## config.mk

```make
export PLATFORM = sky130hd
export DESIGN_NAME = bar_reg_bus_master
export DESIGN_NICKNAME = d
export VERILOG_FILES = /design/src/rtl/reg_bus_pkg.sv /design/src/rtl/reg_bus_watchdog.sv /design/src/rtl/bar_reg_bus_master.sv
export SDC_FILE = /design/constraint.sdc
export NUM_CORES = 1
export LEC_CHECK = 0
export CAP_MARGIN = 20
export CORE_ASPECT_RATIO = 0.75
export CORE_MARGIN = 4
export CORE_UTILIZATION = 39
export CTS_CLUSTER_SIZE = 14
export DETAILED_ROUTE_END_ITERATION = 12
export PLACE_DENSITY = 0.83
export SETUP_SLACK_MARGIN = 0.1
export SLEW_MARGIN = 0
export SYNTH_ARGS = -nofsm -noshare
export SYNTH_HDL_FRONTEND = slang
export SYNTH_HIERARCHICAL = 1
export SYNTH_SLANG_ARGS = --single-unit
```

## constraint.sdc

```tcl
create_clock -name clockCore -period 2.13 [get_ports clockCore]
set_clock_uncertainty 0.1 [all_clocks]
set_input_delay 0.213 -clock clockCore [delete_from_list [all_inputs] [get_ports clockCore]]
set_output_delay 0.213 -clock clockCore [all_outputs]
set_load 0.02 [all_outputs]
```

## src/rtl/reg_bus_pkg.sv

```systemverilog
// Shared types and constants for the BAR-request to register-bus master.
package reg_bus_pkg;

  typedef enum logic [1:0] {
    ST_IDLE  = 2'd0,
    ST_ISSUE = 2'd1,
    ST_WAIT  = 2'd2,
    ST_CPL   = 2'd3
  } state_t;

  localparam logic [1:0]  CPL_OK   = 2'b00;
  localparam logic [1:0]  CPL_ERR  = 2'b01;
  localparam logic [1:0]  CPL_TMO  = 2'b10;
  localparam logic [31:0] ERR_DATA = 32'hFFFF_FFFF;

endpackage

```

## src/rtl/reg_bus_watchdog.sv

```systemverilog
// WAIT-state watchdog: counts enabled cycles after a clear and flags expiry.
// Only present when REG_BUS_TIMEOUT_EN is defined.
`ifdef REG_BUS_TIMEOUT_EN
module reg_bus_watchdog
  import reg_bus_pkg::*;
#(
  parameter int unsigned TIMEOUT_CYCLES = 1024
) (
  input  logic clockCore,
  input  logic resetCore,
  input  logic i_clear,
  input  logic i_enable,
  output logic o_expire
);

  localparam int unsigned      CW   = $clog2(TIMEOUT_CYCLES) + 1;
  localparam logic [CW-1:0]    LAST = CW'(TIMEOUT_CYCLES - 1);

  logic [CW-1:0] r_count;

  always_ff @(posedge clockCore or negedge resetCore) begin
    if (!resetCore) begin
      r_count <= '0;
    end else if (i_clear) begin
      r_count <= '0;
    end else if (i_enable && (r_count != LAST)) begin
      r_count <= r_count + CW'(1);
    end
  end

  assign o_expire = i_enable && (r_count == LAST);

endmodule
`endif

```

## src/rtl/bar_reg_bus_master.sv

```systemverilog
// BAR read/write request to register-bus master, one transaction outstanding.
// Optional WAIT-state abort enabled by defining REG_BUS_TIMEOUT_EN.
module bar_reg_bus_master
  import reg_bus_pkg::*;
#(
  parameter int unsigned ADDR_WIDTH     = 16,
  parameter int unsigned TIMEOUT_CYCLES = 1024
) (
  input  logic        clockCore,
  input  logic        resetCore,
  input  logic        reqValid,
  output logic        reqReady,
  input  logic        reqWrite,
  input  logic [31:0] reqAddress,
  input  logic [31:0] reqWriteData,
  input  logic [7:0]  reqTag,
  output logic        cplValid,
  input  logic        cplReady,
  output logic [31:0] cplData,
  output logic [7:0]  cplTag,
  output logic [1:0]  cplStatus,
  output logic        registerSelect,
  output logic        registerRead,
  output logic [31:0] registerAddress,
  output logic [31:0] registerWriteData,
  input  logic        registerAck,
  input  logic        registerError,
  input  logic [31:0] registerReadData,
  output logic [15:0] timeoutCount
);

  state_t      r_state;
  logic        r_reqReady;
  logic        r_write;
  logic [7:0]  r_tag;
  logic [31:0] r_addr;
  logic [31:0] r_wdata;
  logic        r_select;
  logic        r_read;
  logic        r_cplValid;
  logic [31:0] r_cplData;
  logic [7:0]  r_cplTag;
  logic [1:0]  r_cplStatus;
  logic [31:0] w_reqAddr;
  logic        w_unused;

  always_comb begin
    w_reqAddr = '0;
    w_reqAddr[ADDR_WIDTH-1:2] = reqAddress[ADDR_WIDTH-1:2];
  end

`ifdef REG_BUS_TIMEOUT_EN
  logic        w_expire;
  logic [15:0] r_tmoCount;

  reg_bus_watchdog #(
    .TIMEOUT_CYCLES (TIMEOUT_CYCLES)
  ) u_watchdog (
    .clockCore (clockCore),
    .resetCore (resetCore),
    .i_clear   (r_state == ST_ISSUE),
    .i_enable  (r_state == ST_WAIT),
    .o_expire  (w_expire)
  );

  assign timeoutCount = r_tmoCount;
  assign w_unused     = ^{reqAddress[31:ADDR_WIDTH], reqAddress[1:0]};
`else
  assign timeoutCount = '0;
  assign w_unused     = ^{reqAddress[31:ADDR_WIDTH], reqAddress[1:0], (TIMEOUT_CYCLES != 0)};
`endif

  // Select/read are registered in ISSUE so they appear for exactly the first WAIT cycle.
  always_ff @(posedge clockCore or negedge resetCore) begin
    if (!resetCore) begin
      r_state     <= ST_IDLE;
      r_reqReady  <= 1'b0;
      r_write     <= 1'b0;
      r_tag       <= '0;
      r_addr      <= '0;
      r_wdata     <= '0;
      r_select    <= 1'b0;
      r_read      <= 1'b0;
      r_cplValid  <= 1'b0;
      r_cplData   <= '0;
      r_cplTag    <= '0;
      r_cplStatus <= '0;
`ifdef REG_BUS_TIMEOUT_EN
      r_tmoCount  <= '0;
`endif
    end else begin
      r_select <= 1'b0;
      r_read   <= 1'b0;
      case (r_state)
        ST_IDLE: begin
          if (reqValid && r_reqReady) begin
            r_write    <= reqWrite;
            r_addr     <= w_reqAddr;
            r_wdata    <= reqWriteData;
            r_tag      <= reqTag;
            r_reqReady <= 1'b0;
            r_state    <= ST_ISSUE;
          end else begin
            r_reqReady <= 1'b1;
          end
        end
        ST_ISSUE: begin
          r_select <= 1'b1;
          r_read   <= ~r_write;
          r_state  <= ST_WAIT;
        end
        ST_WAIT: begin
          if (registerAck) begin
            if (r_write) begin
              r_reqReady <= 1'b1;
              r_state    <= ST_IDLE;
            end else begin
              r_cplValid  <= 1'b1;
              r_cplData   <= registerError ? ERR_DATA : registerReadData;
              r_cplStatus <= registerError ? CPL_ERR : CPL_OK;
              r_cplTag    <= r_tag;
              r_state     <= ST_CPL;
            end
          end
`ifdef REG_BUS_TIMEOUT_EN
          else if (w_expire) begin
            if (r_tmoCount != '1) r_tmoCount <= r_tmoCount + 16'd1;
            if (r_write) begin
              r_reqReady <= 1'b1;
              r_state    <= ST_IDLE;
            end else begin
              r_cplValid  <= 1'b1;
              r_cplData   <= ERR_DATA;
              r_cplStatus <= CPL_TMO;
              r_cplTag    <= r_tag;
              r_state     <= ST_CPL;
            end
          end
`endif
        end
        ST_CPL: begin
          if (cplReady) begin
            r_cplValid <= 1'b0;
            r_reqReady <= 1'b1;
            r_state    <= ST_IDLE;
          end
        end
        default: begin
          r_state    <= ST_IDLE;
          r_reqReady <= 1'b0;
        end
      endcase
    end
  end

  assign reqReady          = r_reqReady;
  assign cplValid          = r_cplValid;
  assign cplData           = r_cplData;
  assign cplTag            = r_cplTag;
  assign cplStatus         = r_cplStatus;
  assign registerSelect    = r_select;
  assign registerRead      = r_read;
  assign registerAddress   = r_addr;
  assign registerWriteData = r_wdata;

endmodule

```

==> run_results.csv <==
group,metric,value,unit
timing,grt_setup_unrepaired,"no",
timing,worstMarginPinSlew,0.552,ns
worst_setup_path,cp.arrival,1.93,ns
detailed_routing,routed_wl,10200,um
cells_and_area,nets,631,
power_and_ir_drop,leakage,2.65,nW
logic_synthesis,synth_seq_area_share,0.604,
detailed_routing,firstDrtPassIters,4,
logic_synthesis,netlist_area,4230,sq um
logic_synthesis,avgSynthCellArea,12.5,sq um
worst_setup_path,end_kind,"register",
floorplanning,dieArea,12600,sq um
logic_synthesis,ys_types,22,
floorplanning,core-area,10500,sq um
clock_network,clk_pin_slew_worst_paths,0.06,ns
clock_network,cts_tree,"built",
detailed_routing,viasPerCell,4.62,
logic_synthesis,synth_warnings,6,
worst_setup_path,required,2.28,ns
global_route,grt_usage,0.161,
floorplanning,rows,32,
global_route,grt_pass1_vias,3119,
worst_setup_path,r2r_setup_slack,0.35,ns
worst_setup_path,rr_endpoint,"cplData[18]",
logic_synthesis,ys_ff_latch,102,
timing,slew-limit-headroom,0.632,
clock_network,cts_buffers,9,
global_route,gr-total-overflow,0,
timing,hold_viol,0,
global_route,grt_pass1_wl,16000,um
clock_network,clock_latency,0.33,ns
timing,fmax,0.563,GHz
timing,setup_tns,0,ns
worst_setup_path,critPathMaxFanout,37,
floorplanning,die_x,128,um
floorplanning,die_h,98.2,um
logic_synthesis,syn_inst,338,
job,drv_cap,0,
worst_setup_path,cp-start-kind,"register",
clock_network,post_cts_buffers,0,
detailed_routing,vias,3050,
floorplanning,initial_core_util,0.405,
cells_and_area,fin_util,0.607,
run_status,outcome,"complete, no violations",
worst_setup_path,crit-reg2reg-launch,"r_state[1]",
detailed_routing,drc_errors,0,
cells_and_area,diodes,0,
timing,setup_viol,0,
clock_network,cts_max_level,3,
clock_network,cts-root-buf,"clkbuf_16",
power_and_ir_drop,power_per_cell_area,1470,nW/um^2
power_and_ir_drop,vdd_ir_drop_max,0.875,mV
floorplanning,io_pins,237,
worst_setup_path,critPathKind,"register to register",
detailed_routing,first_iter_violations,67,
place,gp_congestion,0.849,
cells_and_area,mostFrequentLayoutCells,"clkdlybuf4s50_1 (182), dfrtp_1 (102), nor2_1 (65), mux2_1 (39), conb_1 (35)",
timing,period_share,0.835,
clock_network,clock-sinks,102,
cells_and_area,area_growth,49.9,%
clock_network,clockBufferDepth,2,
cells_and_area,fillers,825,
timing,period_needed,1.78,ns
timing,drv_slew,0,
worst_setup_path,reg2reg_depth,5,
hold_path,hold_path.class,"primary input to asynchronous set/reset pin",
cells_and_area,drive_gt1_frac,0.0954,
place,postPlaceCellArea,6050,sq um
place,post-dp-hpwl,7530,um
cells_and_area,layout_commonest_cell,"clkdlybuf4s50_1",
global_route,antenna_found_initial,0,
global_route,grt_max_degree,103,
detailed_routing,drtAntennaViolNets,0,
place,io_buffers,183,
detailed_routing,post_drt_wl_per_cell,15.5,um
cells_and_area,design_area,6340,sq um
==> cell type report <==
| class | count | area, sq um | area share |
|---|---|---|---|
| sequential | 102 | 2550 | 0.403 |
| multi-input combinational | 214 | 1390 | 0.219 |
| inverter | 2 | 7.51 | 0.00118 |
| timing repair buffer | 191 | 1940 | 0.306 |
| tap | 136 | 170 | 0.0268 |
| clock inverter | 3 | 20.0 | 0.00316 |
| clock buffer | 12 | 256 | 0.0405 |
==> Yosys cell counts <==
library cell | count | share of area
dfrtp_1 | 102 | 0.60
o22a_1 | 1 | 0.0021
buf_2 | 5 | 0.0059
inv_1 | 2 | 0.0018
nor3_1 | 1 | 0.0012
nor2_1 | 65 | 0.058
nand2_1 | 4 | 0.0036
buf_6 | 9 | 0.024
nor3_2 | 1 | 0.0024
o21ai_0 | 2 | 0.0024
nor3b_1 | 1 | 0.0018
a31oi_1 | 3 | 0.0044
nand2b_1 | 1 | 0.0015
conb_1 | 1 | 0.00089
a21oi_1 | 33 | 0.039
mux2_1 | 39 | 0.10
and4bb_1 | 1 | 0.0030
nor2b_1 | 1 | 0.0015
mux2_4 | 3 | 0.011
clkbuf_1 | 4 | 0.0036
buf_4 | 36 | 0.064
mux2_2 | 23 | 0.061
==> metal layers <==
layer	up-vias	wire, um	GRT usage
li1	1418	-	-
met1	1467	3920	0.179
met2	154	4720	0.263
met3	11	1460	0.0962
met4	0	133	0.0449
met5	-	0	0
==> power by group <==
part / leakage (nW) / switching (mW) / internal (mW)
logic: 1.37 / 2.16 / 2.28
clock network: 0.131 / 0.665 / 0.848
registers: 1.15 / 0.522 / 2.86
==> worst max-delay path by stage <==
stage                 from     endpoint  slack, ns  cells after the start
3_3_place_gp   registerAck  cplData[14]       0.30                      6
6_report        r_state[1]  cplData[18]       0.35                      5
3_5_place_dp   registerAck  cplData[18]       0.23                      6
5_1_grt         r_state[1]  cplData[18]       0.24                      5
2_1_floorplan   r_state[1]     r_tag[0]       0.56                      5
4_1_cts         r_state[1]  cplData[18]       0.36                      5
==> kinds of logic after synthesis <==
logic type             Yosys count  synth area share
flip-flops                     102             0.604
AND/OR/NAND/NOR                 75            0.0725
multiplexers                    65             0.176
buffers and inverters           56            0.0991
AO/OA/AOI/OAI                   39            0.0479
other                            1          0.000887
==> repair_timing <==
action	4_1_cts	5_1_grt
gates resized for setup	0	0
hold buffers	1	0
hold endpoints to repair	102	0
==> worst max-delay path, cell delays in order, from the launching register on <==
cell and delay [ns]:
dfrtp_1 0.57, and4bb_2 0.32, buf_12 0.22, buf_4 0.28, nor2_1 0.07, a21oi_1 0.14
==> state kept, by name (all words and copies together), names as in the netlist, 2 cells and up <==
| register | cells |
|---|---|
| r_state | 2 |
| cplTag | 8 |
| r_tag | 8 |
| registerWriteData | 32 |
| registerAddress | 14 |
| cplData | 32 |
==> through the flow <==
| stage | worst slack (ns) | hold WS (ns) | total power [mW] | std cells |
|---|---|---|---|---|
| after floorplan | 0.558 | -0.183 | 5.73 | 372 |
| after global routing | 0.243 | 0.360 | 9.89 | 660 |
| after CTS | 0.362 | 0.347 | 9.47 | 660 |
| after detailed placement | 0.232 | 0.224 | 7.90 | 644 |
| final | 0.352 | 0.349 | 9.34 | 660 |
| after global placement | 0.302 | 0.212 | 7.74 | 644 |
No activity file was read; power rests on OpenSTA's default activity.
